[src/rtl/seq_v74x148_enc.sv]
// Clocked 74x148-style priority encoder: falling request edges are latched into PEND,
// and the highest pending index is held as an active-low code until ACK.
module seq_v74x148_enc #(
    parameter int N  = 8,
    parameter int AW = 3
) (
    input  logic          CLK,
    input  logic          RST_L,
    input  logic          EI_L,
    input  logic [N-1:0]  I_L,
    input  logic          ACK,
    output logic [AW-1:0] A_L,
    output logic          GS_L,
    output logic          EO_L,
    output logic [N-1:0]  PEND,
    output logic          DBG_HOLD
);

    typedef enum logic {
        S_IDLE = 1'b0,
        S_HOLD = 1'b1
    } state_t;

    state_t        state_q, state_d;
    logic [N-1:0]  pend_q, pend_d;
    logic [N-1:0]  req_q, req_d;
    logic [N-1:0]  clr;
    logic [AW-1:0] code_q, code_d;
    logic [AW-1:0] a_l_q, a_l_d;
    logic          gs_l_q, gs_l_d;
    logic [AW-1:0] top_idx;

    // Disabled lines read as "not requested", so req_q drops and a held line re-captures later.
    assign req_d = EI_L ? '0 : ~I_L;

    always_comb begin
        top_idx = '0;
        for (int i = 0; i < N; i++) begin
            if (pend_q[i]) top_idx = AW'(i);
        end
    end

    always_comb begin
        state_d = state_q;
        code_d  = code_q;
        a_l_d   = a_l_q;
        gs_l_d  = gs_l_q;
        clr     = '0;
        case (state_q)
            S_IDLE: begin
                if (pend_q != '0) begin
                    code_d  = top_idx;
                    a_l_d   = ~top_idx;
                    gs_l_d  = 1'b0;
                    state_d = S_HOLD;
                end
            end
            S_HOLD: begin
                if (ACK) begin
                    clr     = N'(1) << code_q;
                    a_l_d   = '1;
                    gs_l_d  = 1'b1;
                    state_d = S_IDLE;
                end
            end
            default: state_d = S_IDLE;
        endcase
    end

    // New edges are OR-ed in after the clear, so a same-cycle set wins.
    assign pend_d = (pend_q & ~clr) | (req_d & ~req_q);

    always_ff @(posedge CLK or negedge RST_L) begin
        if (!RST_L) begin
            state_q <= S_IDLE;
            pend_q  <= '0;
            req_q   <= '0;
            code_q  <= '0;
            a_l_q   <= '1;
            gs_l_q  <= 1'b1;
        end else begin
            state_q <= state_d;
            pend_q  <= pend_d;
            req_q   <= req_d;
            code_q  <= code_d;
            a_l_q   <= a_l_d;
            gs_l_q  <= gs_l_d;
        end
    end

    assign A_L      = a_l_q;
    assign GS_L     = gs_l_q;
    assign PEND     = pend_q;
    assign EO_L     = ~(~EI_L & (pend_q == '0) & (state_q == S_IDLE));
    assign DBG_HOLD = (state_q == S_HOLD);

endmodule
[config.mk]
export PLATFORM = sky130hd
export DESIGN_NAME = seq_v74x148_enc
export DESIGN_NICKNAME = d
export VERILOG_FILES = /design/src/rtl/seq_v74x148_enc.sv
export SDC_FILE = /design/constraint.sdc
export NUM_CORES = 1
export LEC_CHECK = 0
export CAP_MARGIN = 20
export CORE_MARGIN = 10
export CORE_UTILIZATION = 50
export DETAILED_ROUTE_END_ITERATION = 16
export GPL_ROUTABILITY_DRIVEN = 1
export GPL_TIMING_DRIVEN = 0
export PLACE_DENSITY = 0.87
export RECOVER_POWER = 100
export SYNTH_ARGS = -nofsm -noshare
export SYNTH_HDL_FRONTEND = slang
export SYNTH_SLANG_ARGS = --single-unit
export TNS_END_PERCENT = 5
[constraint.sdc]
create_clock -name CLK -period 3.1 [get_ports CLK]
set_clock_uncertainty 0.1 [all_clocks]
set_input_delay 0.31 -clock CLK [delete_from_list [all_inputs] [get_ports CLK]]
set_output_delay 0.31 -clock CLK [all_outputs]
set_load 0.03 [all_outputs]
==> results of run 1 <==
sequential cells by signal (all words and copies together) (netlist names):
name and cells:
A_L 3, DBG_HOLD 1, GS_L 1, PEND 8
code_q 3, req_q 8
power by group through the flow:
stage	clock, mW	combinational, mW	sequential, mW
after floorplan	0	0.0628	0.472
after global placement	0	0.214	0.421
after detailed placement	0	0.220	0.424
after CTS	0.162	0.222	0.419
after global routing	0.177	0.224	0.426
final	0.160	0.206	0.418
layout make-up:
class | instances | area [µm²] | share of cell area
plain buffers | 3 | 11.3 | 0.00873
clock buffers | 4 | 36.3 | 0.0281
multi-input cells | 59 | 350 | 0.272
repair buffers | 25 | 244 | 0.189
well taps | 25 | 31.3 | 0.0242
flip-flops and latches | 24 | 606 | 0.469
inverters | 3 | 11.3 | 0.00873
worst max-delay path by stage:
| stage | from | slack [ns] | to |
|---|---|---|---|
| 3_3_place_gp | PEND[4] | 0.82 | EO_L |
| 3_5_place_dp | PEND[4] | 0.80 | EO_L |
| 2_1_floorplan | PEND[1] | 1.21 | EO_L |
| 5_1_grt | PEND[2] | 0.23 | EO_L |
| 4_1_cts | PEND[4] | 0.43 | EO_L |
| 6_report | PEND[4] | 0.36 | EO_L |
logic make-up (layout without fill, tap and decap cells):
kind of cell,after synthesis,after routing,share of synthesized area
compound gates,33,33,0.205
buf+inv,6,35,0.0229
flops,24,24,0.615
simple gates,26,26,0.158
layout by cell type, fill, tap and decap left out, drive strengths merged:
master	count
nor3b	1
o311ai	1
o21ai	14
nor2	12
a31oi	1
dfstp	4
nand3	2
nand3b	1
inv	3
clkdlybuf4s50	8
nand2b	2
nor3	2
or3	1
nor4	2
dfrtp	20
dlygate4sd3	16
clkbuf	8
o31ai	10
a21oi	6
o21a	1
nand2	3
worst register-to-register path, delay by kind of cell (launching register included):
kind               cells  cell delay, ns
AOI/OAI and AO/OA      3            0.56
DFF                    1            0.47
and+or+nand+nor        1            0.39
metal layers:
metal / vias up / part of all wire
met5: - / 0
met4: 0 / 0.013
met3: 4 / 0.083
met2: 33 / 0.50
met1: 390 / 0.41
li1: 383 / -
==> reports/qor.csv, run 1 <==
stage;metric;value;unit
status;status;complete, no violations;
global_route;remaining global-route overflow;0;
setup_path;WP data required;2.69;ns
layout;layout cells sized above 1;0.0847;
power_and_ir_drop;Pint;514;µW
setup_path;worst path cell trace;nor4_4 > nand2_1 > or3_1 > dlygate4sd3_1;
setup_path;arrival time at the worst endpoint;2.33;ns
setup_path;CP peak stage delay;0.69;ns
layout;final cell count without fillers;143;
sta;slew margin rel.;0.436;
cts;clock slew at reported path FFs;0.12;ns
setup_path;Crit Path Category;reg2out;
yosys;main flop type after synthesis;dfrtp_1;
yosys;count leader, synth;dfrtp_1;
floorplanning;row count;15;
cts;TritonCTS clock tree;yes;
power_and_ir_drop;clock share of power;0.204;
routing;DRC;0;
cts;post-CTS setup buffers;0;
floorplanning;Starting Density;0.547;
sta;final period utilization;0.883;
placed_design;GPL Wtd Cong;0.792;
global_route;global routing's busiest layer;met2;
yosys;Gate Count Post-Synth;89;
layout;ant diodes;0;
yosys;post-synth top area share;0.508;
sta;RSZ-0062 raised after global routing;false;
setup_path;setup slack, reg-to-reg;1.53;ns
global_route;GR met3 Demand/Resource;0.0348;
setup_path;delay-heaviest family, CP;simple AND/OR/NAND/NOR gates;
setup_path;WP buf/inv;1;
sta;final hold vios;0;
yosys;synth top area cells;dfrtp_1 51%, dfstp_2 11%, o31ai_1 7.6%;
power_and_ir_drop;Worst VDD drop;437;µV
layout;Total Nets Final;131;
hold_path;type of the worst min-delay path;in2async;
routing;initial drt markers;35;
floorplanning;Die Area;4140;µm²
routing;Vias/cell;5.66;
placed_design;number of port buffers;24;
setup_path;slowest stage cell, crit path;dlygate4sd3_1;
sta;setup_tns;0;ns
global_route;largest net degree at the start of global routing;25;
yosys;post-synthesis sequential area ratio;0.615;
power_and_ir_drop;Sw Ratio;0.344;
floorplanning;Ports;26;
power_and_ir_drop;Reg power frac;0.533;
placed_design;Final HPWL DP;1720;µm
sta;Setup violations, final;0;
yosys;Distinct cells, synth;22;
setup_path;critical path fanouts, max;5;
yosys;Synth top cells by count;20 x dfrtp_1, 12 x nor2_1, 11 x o21ai_0;
yosys;Avg Cell Area, Syn;11.1;µm²
layout;Final Cell Area;1290;µm²
routing;Routed WL;2250;µm
power_and_ir_drop;combinational share of power;0.263;
global_route;initial antenna violation count;0;
sta;PnR worst setup slack;0.364;ns
setup_path;Worst setup SP type;flop;
placed_design;Area after DPL;1260;µm²
sta;fmax;0.365;GHz
cts;Clk Latency, worst-skew pair;0.31;ns
floorplanning;Core Area;1800;µm²
routing;TritonRoute pass-1 iters;4;
power_and_ir_drop;Sw Pwr;270;µW
yosys;number of enable flip-flop cells after synthesis;0;
power_and_ir_drop;Power Total;784;µW
placed_design;Placement Setup Slack;0.798;ns
yosys;Mapped Area;985;µm²
yosys;Yosys reg bits;24;
sta;fin. max-slew vios;0;
placed_design;post-placement cell count;138;
layout;fill count;145;
yosys;cell taking the most area after synthesis;dfrtp_1;
sta;final hold slack;0.210;ns
global_route;vias in the first global route;776;
setup_path;R2R depth;4;
setup_path;start of the worst register-to-register path;PEND[4];
floorplanning;Die H;64.4;µm
floorplanning;die width;64.4;µm
cts;htree depth;1;
yosys;yosys warns;0;
yosys;Async SR Flop Fraction;1.00;
power_and_ir_drop;P_leak;0.494;nW
cts;CTS sink count;24;
setup_path;crit path capture type;output pin;
global_route;routing usage on met2;0.175;
cts;CTS Buf Count;3;
routing;Wirelength per Cell;15.8;µm
global_route;grt met1 use;0.136;
cts;Post-CTS Resized;0;
routing;post-route ant nets;0;
routing;Vias;810;
yosys;syn nets;101;
cts;root buffer cell;clkbuf_4;
layout;Layout area overhead;31.0;%
power_and_ir_drop;Pwr Density;608;nW/µm²
run;Max-Cap Viols;0;
sta;min Tclk post-route;2.74;ns
setup_path;WP depth;4;
cts;CTS max path bufs;2;
global_route;global-route usage over all layers;0.111;
setup_path;R2R Path End;code_q[0];
cts;Post-CTS Hold Buffers;0;
global_route;first-pass GRT wire length;3760;µm
layout;final core utilization;0.716;
sta;Worst-Margin Slew;0.846;ns
Power figures use the tool's default switching activity.
==> inputs of run 2 (changes only) <==
--- a/config.mk
+++ b/config.mk
@@ -11,8 +11,10 @@
 export DETAILED_ROUTE_END_ITERATION = 16
 export GPL_ROUTABILITY_DRIVEN = 1
 export GPL_TIMING_DRIVEN = 0
-export PLACE_DENSITY = 0.87
+export PLACE_DENSITY = 0.82
 export RECOVER_POWER = 100
+export REMOVE_ABC_BUFFERS = 1
+export SKIP_CTS_REPAIR_TIMING = 1
 export SYNTH_ARGS = -nofsm -noshare
 export SYNTH_HDL_FRONTEND = slang
 export SYNTH_SLANG_ARGS = --single-unit
==> reports/qor.csv, run 2 (synthesis results as in run 1) <==
stage;metric;value;unit
routing;DRC;0;
status;status;complete, no violations;
sta;setup_tns;0;ns
setup_path;Crit Path Category;reg2out;
routing;post-route ant nets;0;
run;Max-Cap Viols;0;
cts;root buffer cell;clkbuf_4;
setup_path;arrival time at the worst endpoint;2.29;ns
setup_path;WP buf/inv;1;
setup_path;Worst Setup EP;EO_L;
power_and_ir_drop;Pwr Density;588;nW/µm²
cts;CTS sink count;24;
sta;Setup violations, final;0;
setup_path;critical path fanouts, max;5;
placed_design;number of port buffers;25;
global_route;grt met1 use;0.127;
global_route;global routing's busiest layer;met2;
cts;TritonCTS clock tree;yes;
routing;initial drt markers;31;
global_route;GR met3 Demand/Resource;0.0523;
layout;most frequent cells in the layout;20 x dfrtp_1, 16 x dlygate4sd3_1, 12 x o21ai_0, 12 x nor2_1, 10 x o31ai_1;
layout;layout cells sized above 1;0.0862;
global_route;vias in the first global route;780;
floorplanning;Core Area;1800;µm²
sta;Worst-Margin Slew;1.07;ns
sta;final hold vios;0;
floorplanning;Ports;26;
setup_path;WP depth;4;
layout;area occupied by multi-input gates;353;µm²
layout;Layout area overhead;30.1;%
routing;Vias/cell;5.48;
sta;final period utilization;0.871;
setup_path;R2R depth;4;
setup_path;R2R Path End;code_q[0];
floorplanning;Starting Density;0.547;
layout;Total Nets Final;129;
cts;CTS Buf Count;3;
routing;Wirelength per Cell;14.3;µm
layout;fill count;145;
floorplanning;Die Area;4140;µm²
cts;CTS max path bufs;2;
routing;Vias;772;
sta;RSZ-0062 raised after global routing;false;
sta;PnR worst setup slack;0.400;ns
setup_path;WP data required;2.69;ns
setup_path;CP peak stage delay;0.70;ns
sta;slew margin rel.;0.284;
global_route;largest net degree at the start of global routing;25;
setup_path;first element of the critical path;PEND[2];
global_route;global-route usage over all layers;0.110;
power_and_ir_drop;Worst VDD drop;360;µV
setup_path;worst path cell trace;nor4_4 > nand2_2 > or3_1 > dlygate4sd3_1;
layout;most common cell after layout, fill and taps aside;dfrtp_1;
hold_path;type of the worst min-delay path;in2async;
routing;TritonRoute pass-1 iters;4;
layout;ant diodes;0;
floorplanning;row count;15;
global_route;initial antenna violation count;0;
cts;htree depth;1;
sta;fin. max-slew vios;0;
placed_design;Final HPWL DP;1530;µm
global_route;routing usage on met2;0.170;
setup_path;setup slack, reg-to-reg;1.49;ns
sta;fmax;0.370;GHz
floorplanning;die width;64.4;µm
layout;Reg area;606;µm²
setup_path;delay-heaviest family, CP;simple AND/OR/NAND/NOR gates;
floorplanning;Die H;64.4;µm
cts;clock slew at reported path FFs;0.12;ns
routing;Routed WL;2020;µm
global_route;first-pass GRT wire length;3650;µm
setup_path;start of the worst register-to-register path;PEND[4];
cts;Clk Latency, worst-skew pair;0.30;ns
placed_design;Placement Setup Slack;0.625;ns
setup_path;slowest stage cell, crit path;dlygate4sd3_1;
power_and_ir_drop;P_leak;0.489;nW
placed_design;GPL Wtd Cong;0.812;
sta;min Tclk post-route;2.70;ns
setup_path;Worst setup SP type;flop;
setup_path;crit path capture type;output pin;
global_route;remaining global-route overflow;0;
-- run 2: cell types whose count changed in the layout (fill, tap and decap cells not counted), sizes merged --
cell           before  now
clkbuf              8    5
clkdlybuf4s50       8    9
-- run 2: worst register-to-register path, cell delays in order (launching register included) --
cell and delay, ns:
dfrtp_1 0.47, nor4_4 0.41, a21oi_1 0.22, o311ai_0 0.18
o21a_1 0.19
-- run 2: how the worst min path moves through the flow --
stage / depth (start not counted) / startpoint / slack, ns / to
after floorplan: 0 / RST_L / -0.09 / DBG_HOLD
after global routing: 1 / RST_L / 0.12 / req_q[0]
after CTS: 1 / req_q[5] / 0.32 / PEND[5]
after detailed placement: 1 / req_q[4] / 0.31 / PEND[4]
final: 1 / RST_L / 0.15 / req_q[0]
after global placement: 1 / req_q[2] / 0.30 / PEND[2]
-- run 2: cell type report --
type,count,share of cell area
clock buffer,4,0.0205
timing repair buffer,26,0.198
tap,25,0.0244
multi-input combinational,59,0.275
sequential,24,0.473
inverter,3,0.00879
-- run 2: per-stage QoR --
step           area, µm²  hold WS [ns]   util  std cells  power (mW)
6_report            1280         0.151  0.711        141       0.754
3_5_place_dp        1250         0.313  0.697        136       0.641
4_1_cts             1280         0.323  0.711        140       0.779
2_1_floorplan        973       -0.0856      -         86       0.532
3_3_place_gp        1250         0.301  0.697        136       0.635
5_1_grt             1280         0.121  0.711        141       0.809
-- run 2: report_power, final --
group / switching, mW / total [mW] / internal [mW]
registers: 0.0574 / 0.418 / 0.360
clock network: 0.0845 / 0.135 / 0.0501
logic: 0.119 / 0.201 / 0.0822
-- run 2: metal layers --
metal / vias to the layer above / share of wire
li1: 380 / -
met1: 363 / 0.42
met2: 27 / 0.47
met3: 2 / 0.10
met4: 0 / 0.0059
met5: - / 0
==> edit, RTL diff (config.mk and constraints of run 2) <==
Set the parameter `N` to 16 (it was 8).
--- a/src/rtl/seq_v74x148_enc.sv
+++ b/src/rtl/seq_v74x148_enc.sv
@@ -1,7 +1,7 @@
 // Clocked 74x148-style priority encoder: falling request edges are latched into PEND,
 // and the highest pending index is held as an active-low code until ACK.
 module seq_v74x148_enc #(
-    parameter int N  = 8,
+    parameter int N  = 16,
     parameter int AW = 3
 ) (
     input  logic          CLK,
Interface: changed (resized I_L and PEND); port bits go from 26 to 42. The function was not compared with the original's and may differ.
==> edit against run 2 <==
The flow now finishes with violations (capacitance limit, slew limit). Sequential cell count rose by 16. Critical path depth did not move. Combinational power fell by 37%. Area after synthesis rose by 65%. Routed wire length rose by 80%. Total power rose by 24%. Largest power group unchanged. Count of clock-buffer cells in the layout rose by 2. Setup slack got worse by 0.089 ns. Final area rose by 64%. Global-route usage rose by 1.5 points. Highest routed layer unchanged. Hold slack improved by 0.17 ns.
==> edit: results (changes against run 2) <==
failing checks = capacitance limit, slew limit
grt met2 use = 21.1% (+4.1 points)
clock buffer count = 6 (+2)
status = complete, but fails checks
number of non-clock buffers in the layout = 42 (+62%)
DP Area = 2050 sq um (+64%)
routed vias/inst = 5.36 (-2.1%)
Switching Fraction = 26.7% (-8.0 points)
largest net degree at the start of global routing = 41 (+64%)
top post-synthesis cells by area = dfrtp_1 (56%), nor2_1 (7.4%), dfstp_2 (6.5%), o31ai_1 (5.1%), nor4_4 (2.6%)
worst r2r dst = A_L[0]
GRT met3 Usage = 3.61% (-1.6 points)
Design Area, Final = 2100 sq um (+64%)
clock-cell share of area = 2.21% (+0.16 points)
RR Startpoint = PEND[11]
clock buffer count from CTS = 5 (+2)
H-tree Lvls = 2 (+1)
register area = 1010 sq um (+66%)
Max Cap Viol = 1 (+1)
DR iter-0 viols = 91 (+190%)
multi-input combinational area share = 27.2% (-0.37 points)
total power = 0.936 mW (+24%)
GRT Total Usage = 12.5% (+1.5 points)
max-slew violation total from the final report = 41 (+41)
buffering overhead = 19.5% (-0.36 points)
worst slew pin tran = 2.03 ns (+0.955 ns)
# fillers = 245 (+69%)
fraction of layout cells with a size suffix above 1 = 10.8% (+2.1 points)
Seq Cell Count = 40 (+67%)
synth cell count leaders = dfrtp_1 (36), nor2_1 (32), o31ai_1 (11)
type of the worst min-delay path = register to register
Clk power = 0.243 mW (+80%)
reg2reg setup slack = 1.22 ns (-0.27 ns)
met2 WL post-DR = 1820 um (+91%)
## edit: cell types whose count changed in the layout (fill, tap and decap cells not counted), sizes merged, moves of 6 or more
| cell | change |
|---|---|
| clkdlybuf4s50 | +8 |
| o21ai | -7 |
| nor2 | +21 |
| nor3 | +6 |
| or2 | +7 |
| dfrtp | +16 |
| dlygate4sd3 | +7 |
## edit: worst max-delay path, cell delays in order (launching register included)
cell and delay [ns]:
dfrtp_1 0.48, nor4_4 0.36, nand4_1 0.15, or3_1 0.34
dlygate4sd3_1 0.70
## edit: logic make-up after synthesis
kind of cell | synth area share, %
buffers and inverters | 2.39
and+or+nand+nor | 21.3
AOI/OAI and AO/OA | 14.3
DFF | 62.0
## edit: through the flow
| step | utilization (%) | worst slack (ns) |
|---|---|---|
| finish | 68.1 | 0.311 |
| CTS | 68.3 | 0.196 |
| global placement | 66.9 | 0.251 |
| detailed placement | 66.7 | 0.194 |
| floorplan | - | 1.19 |
| global route | 68.1 | 0.228 |
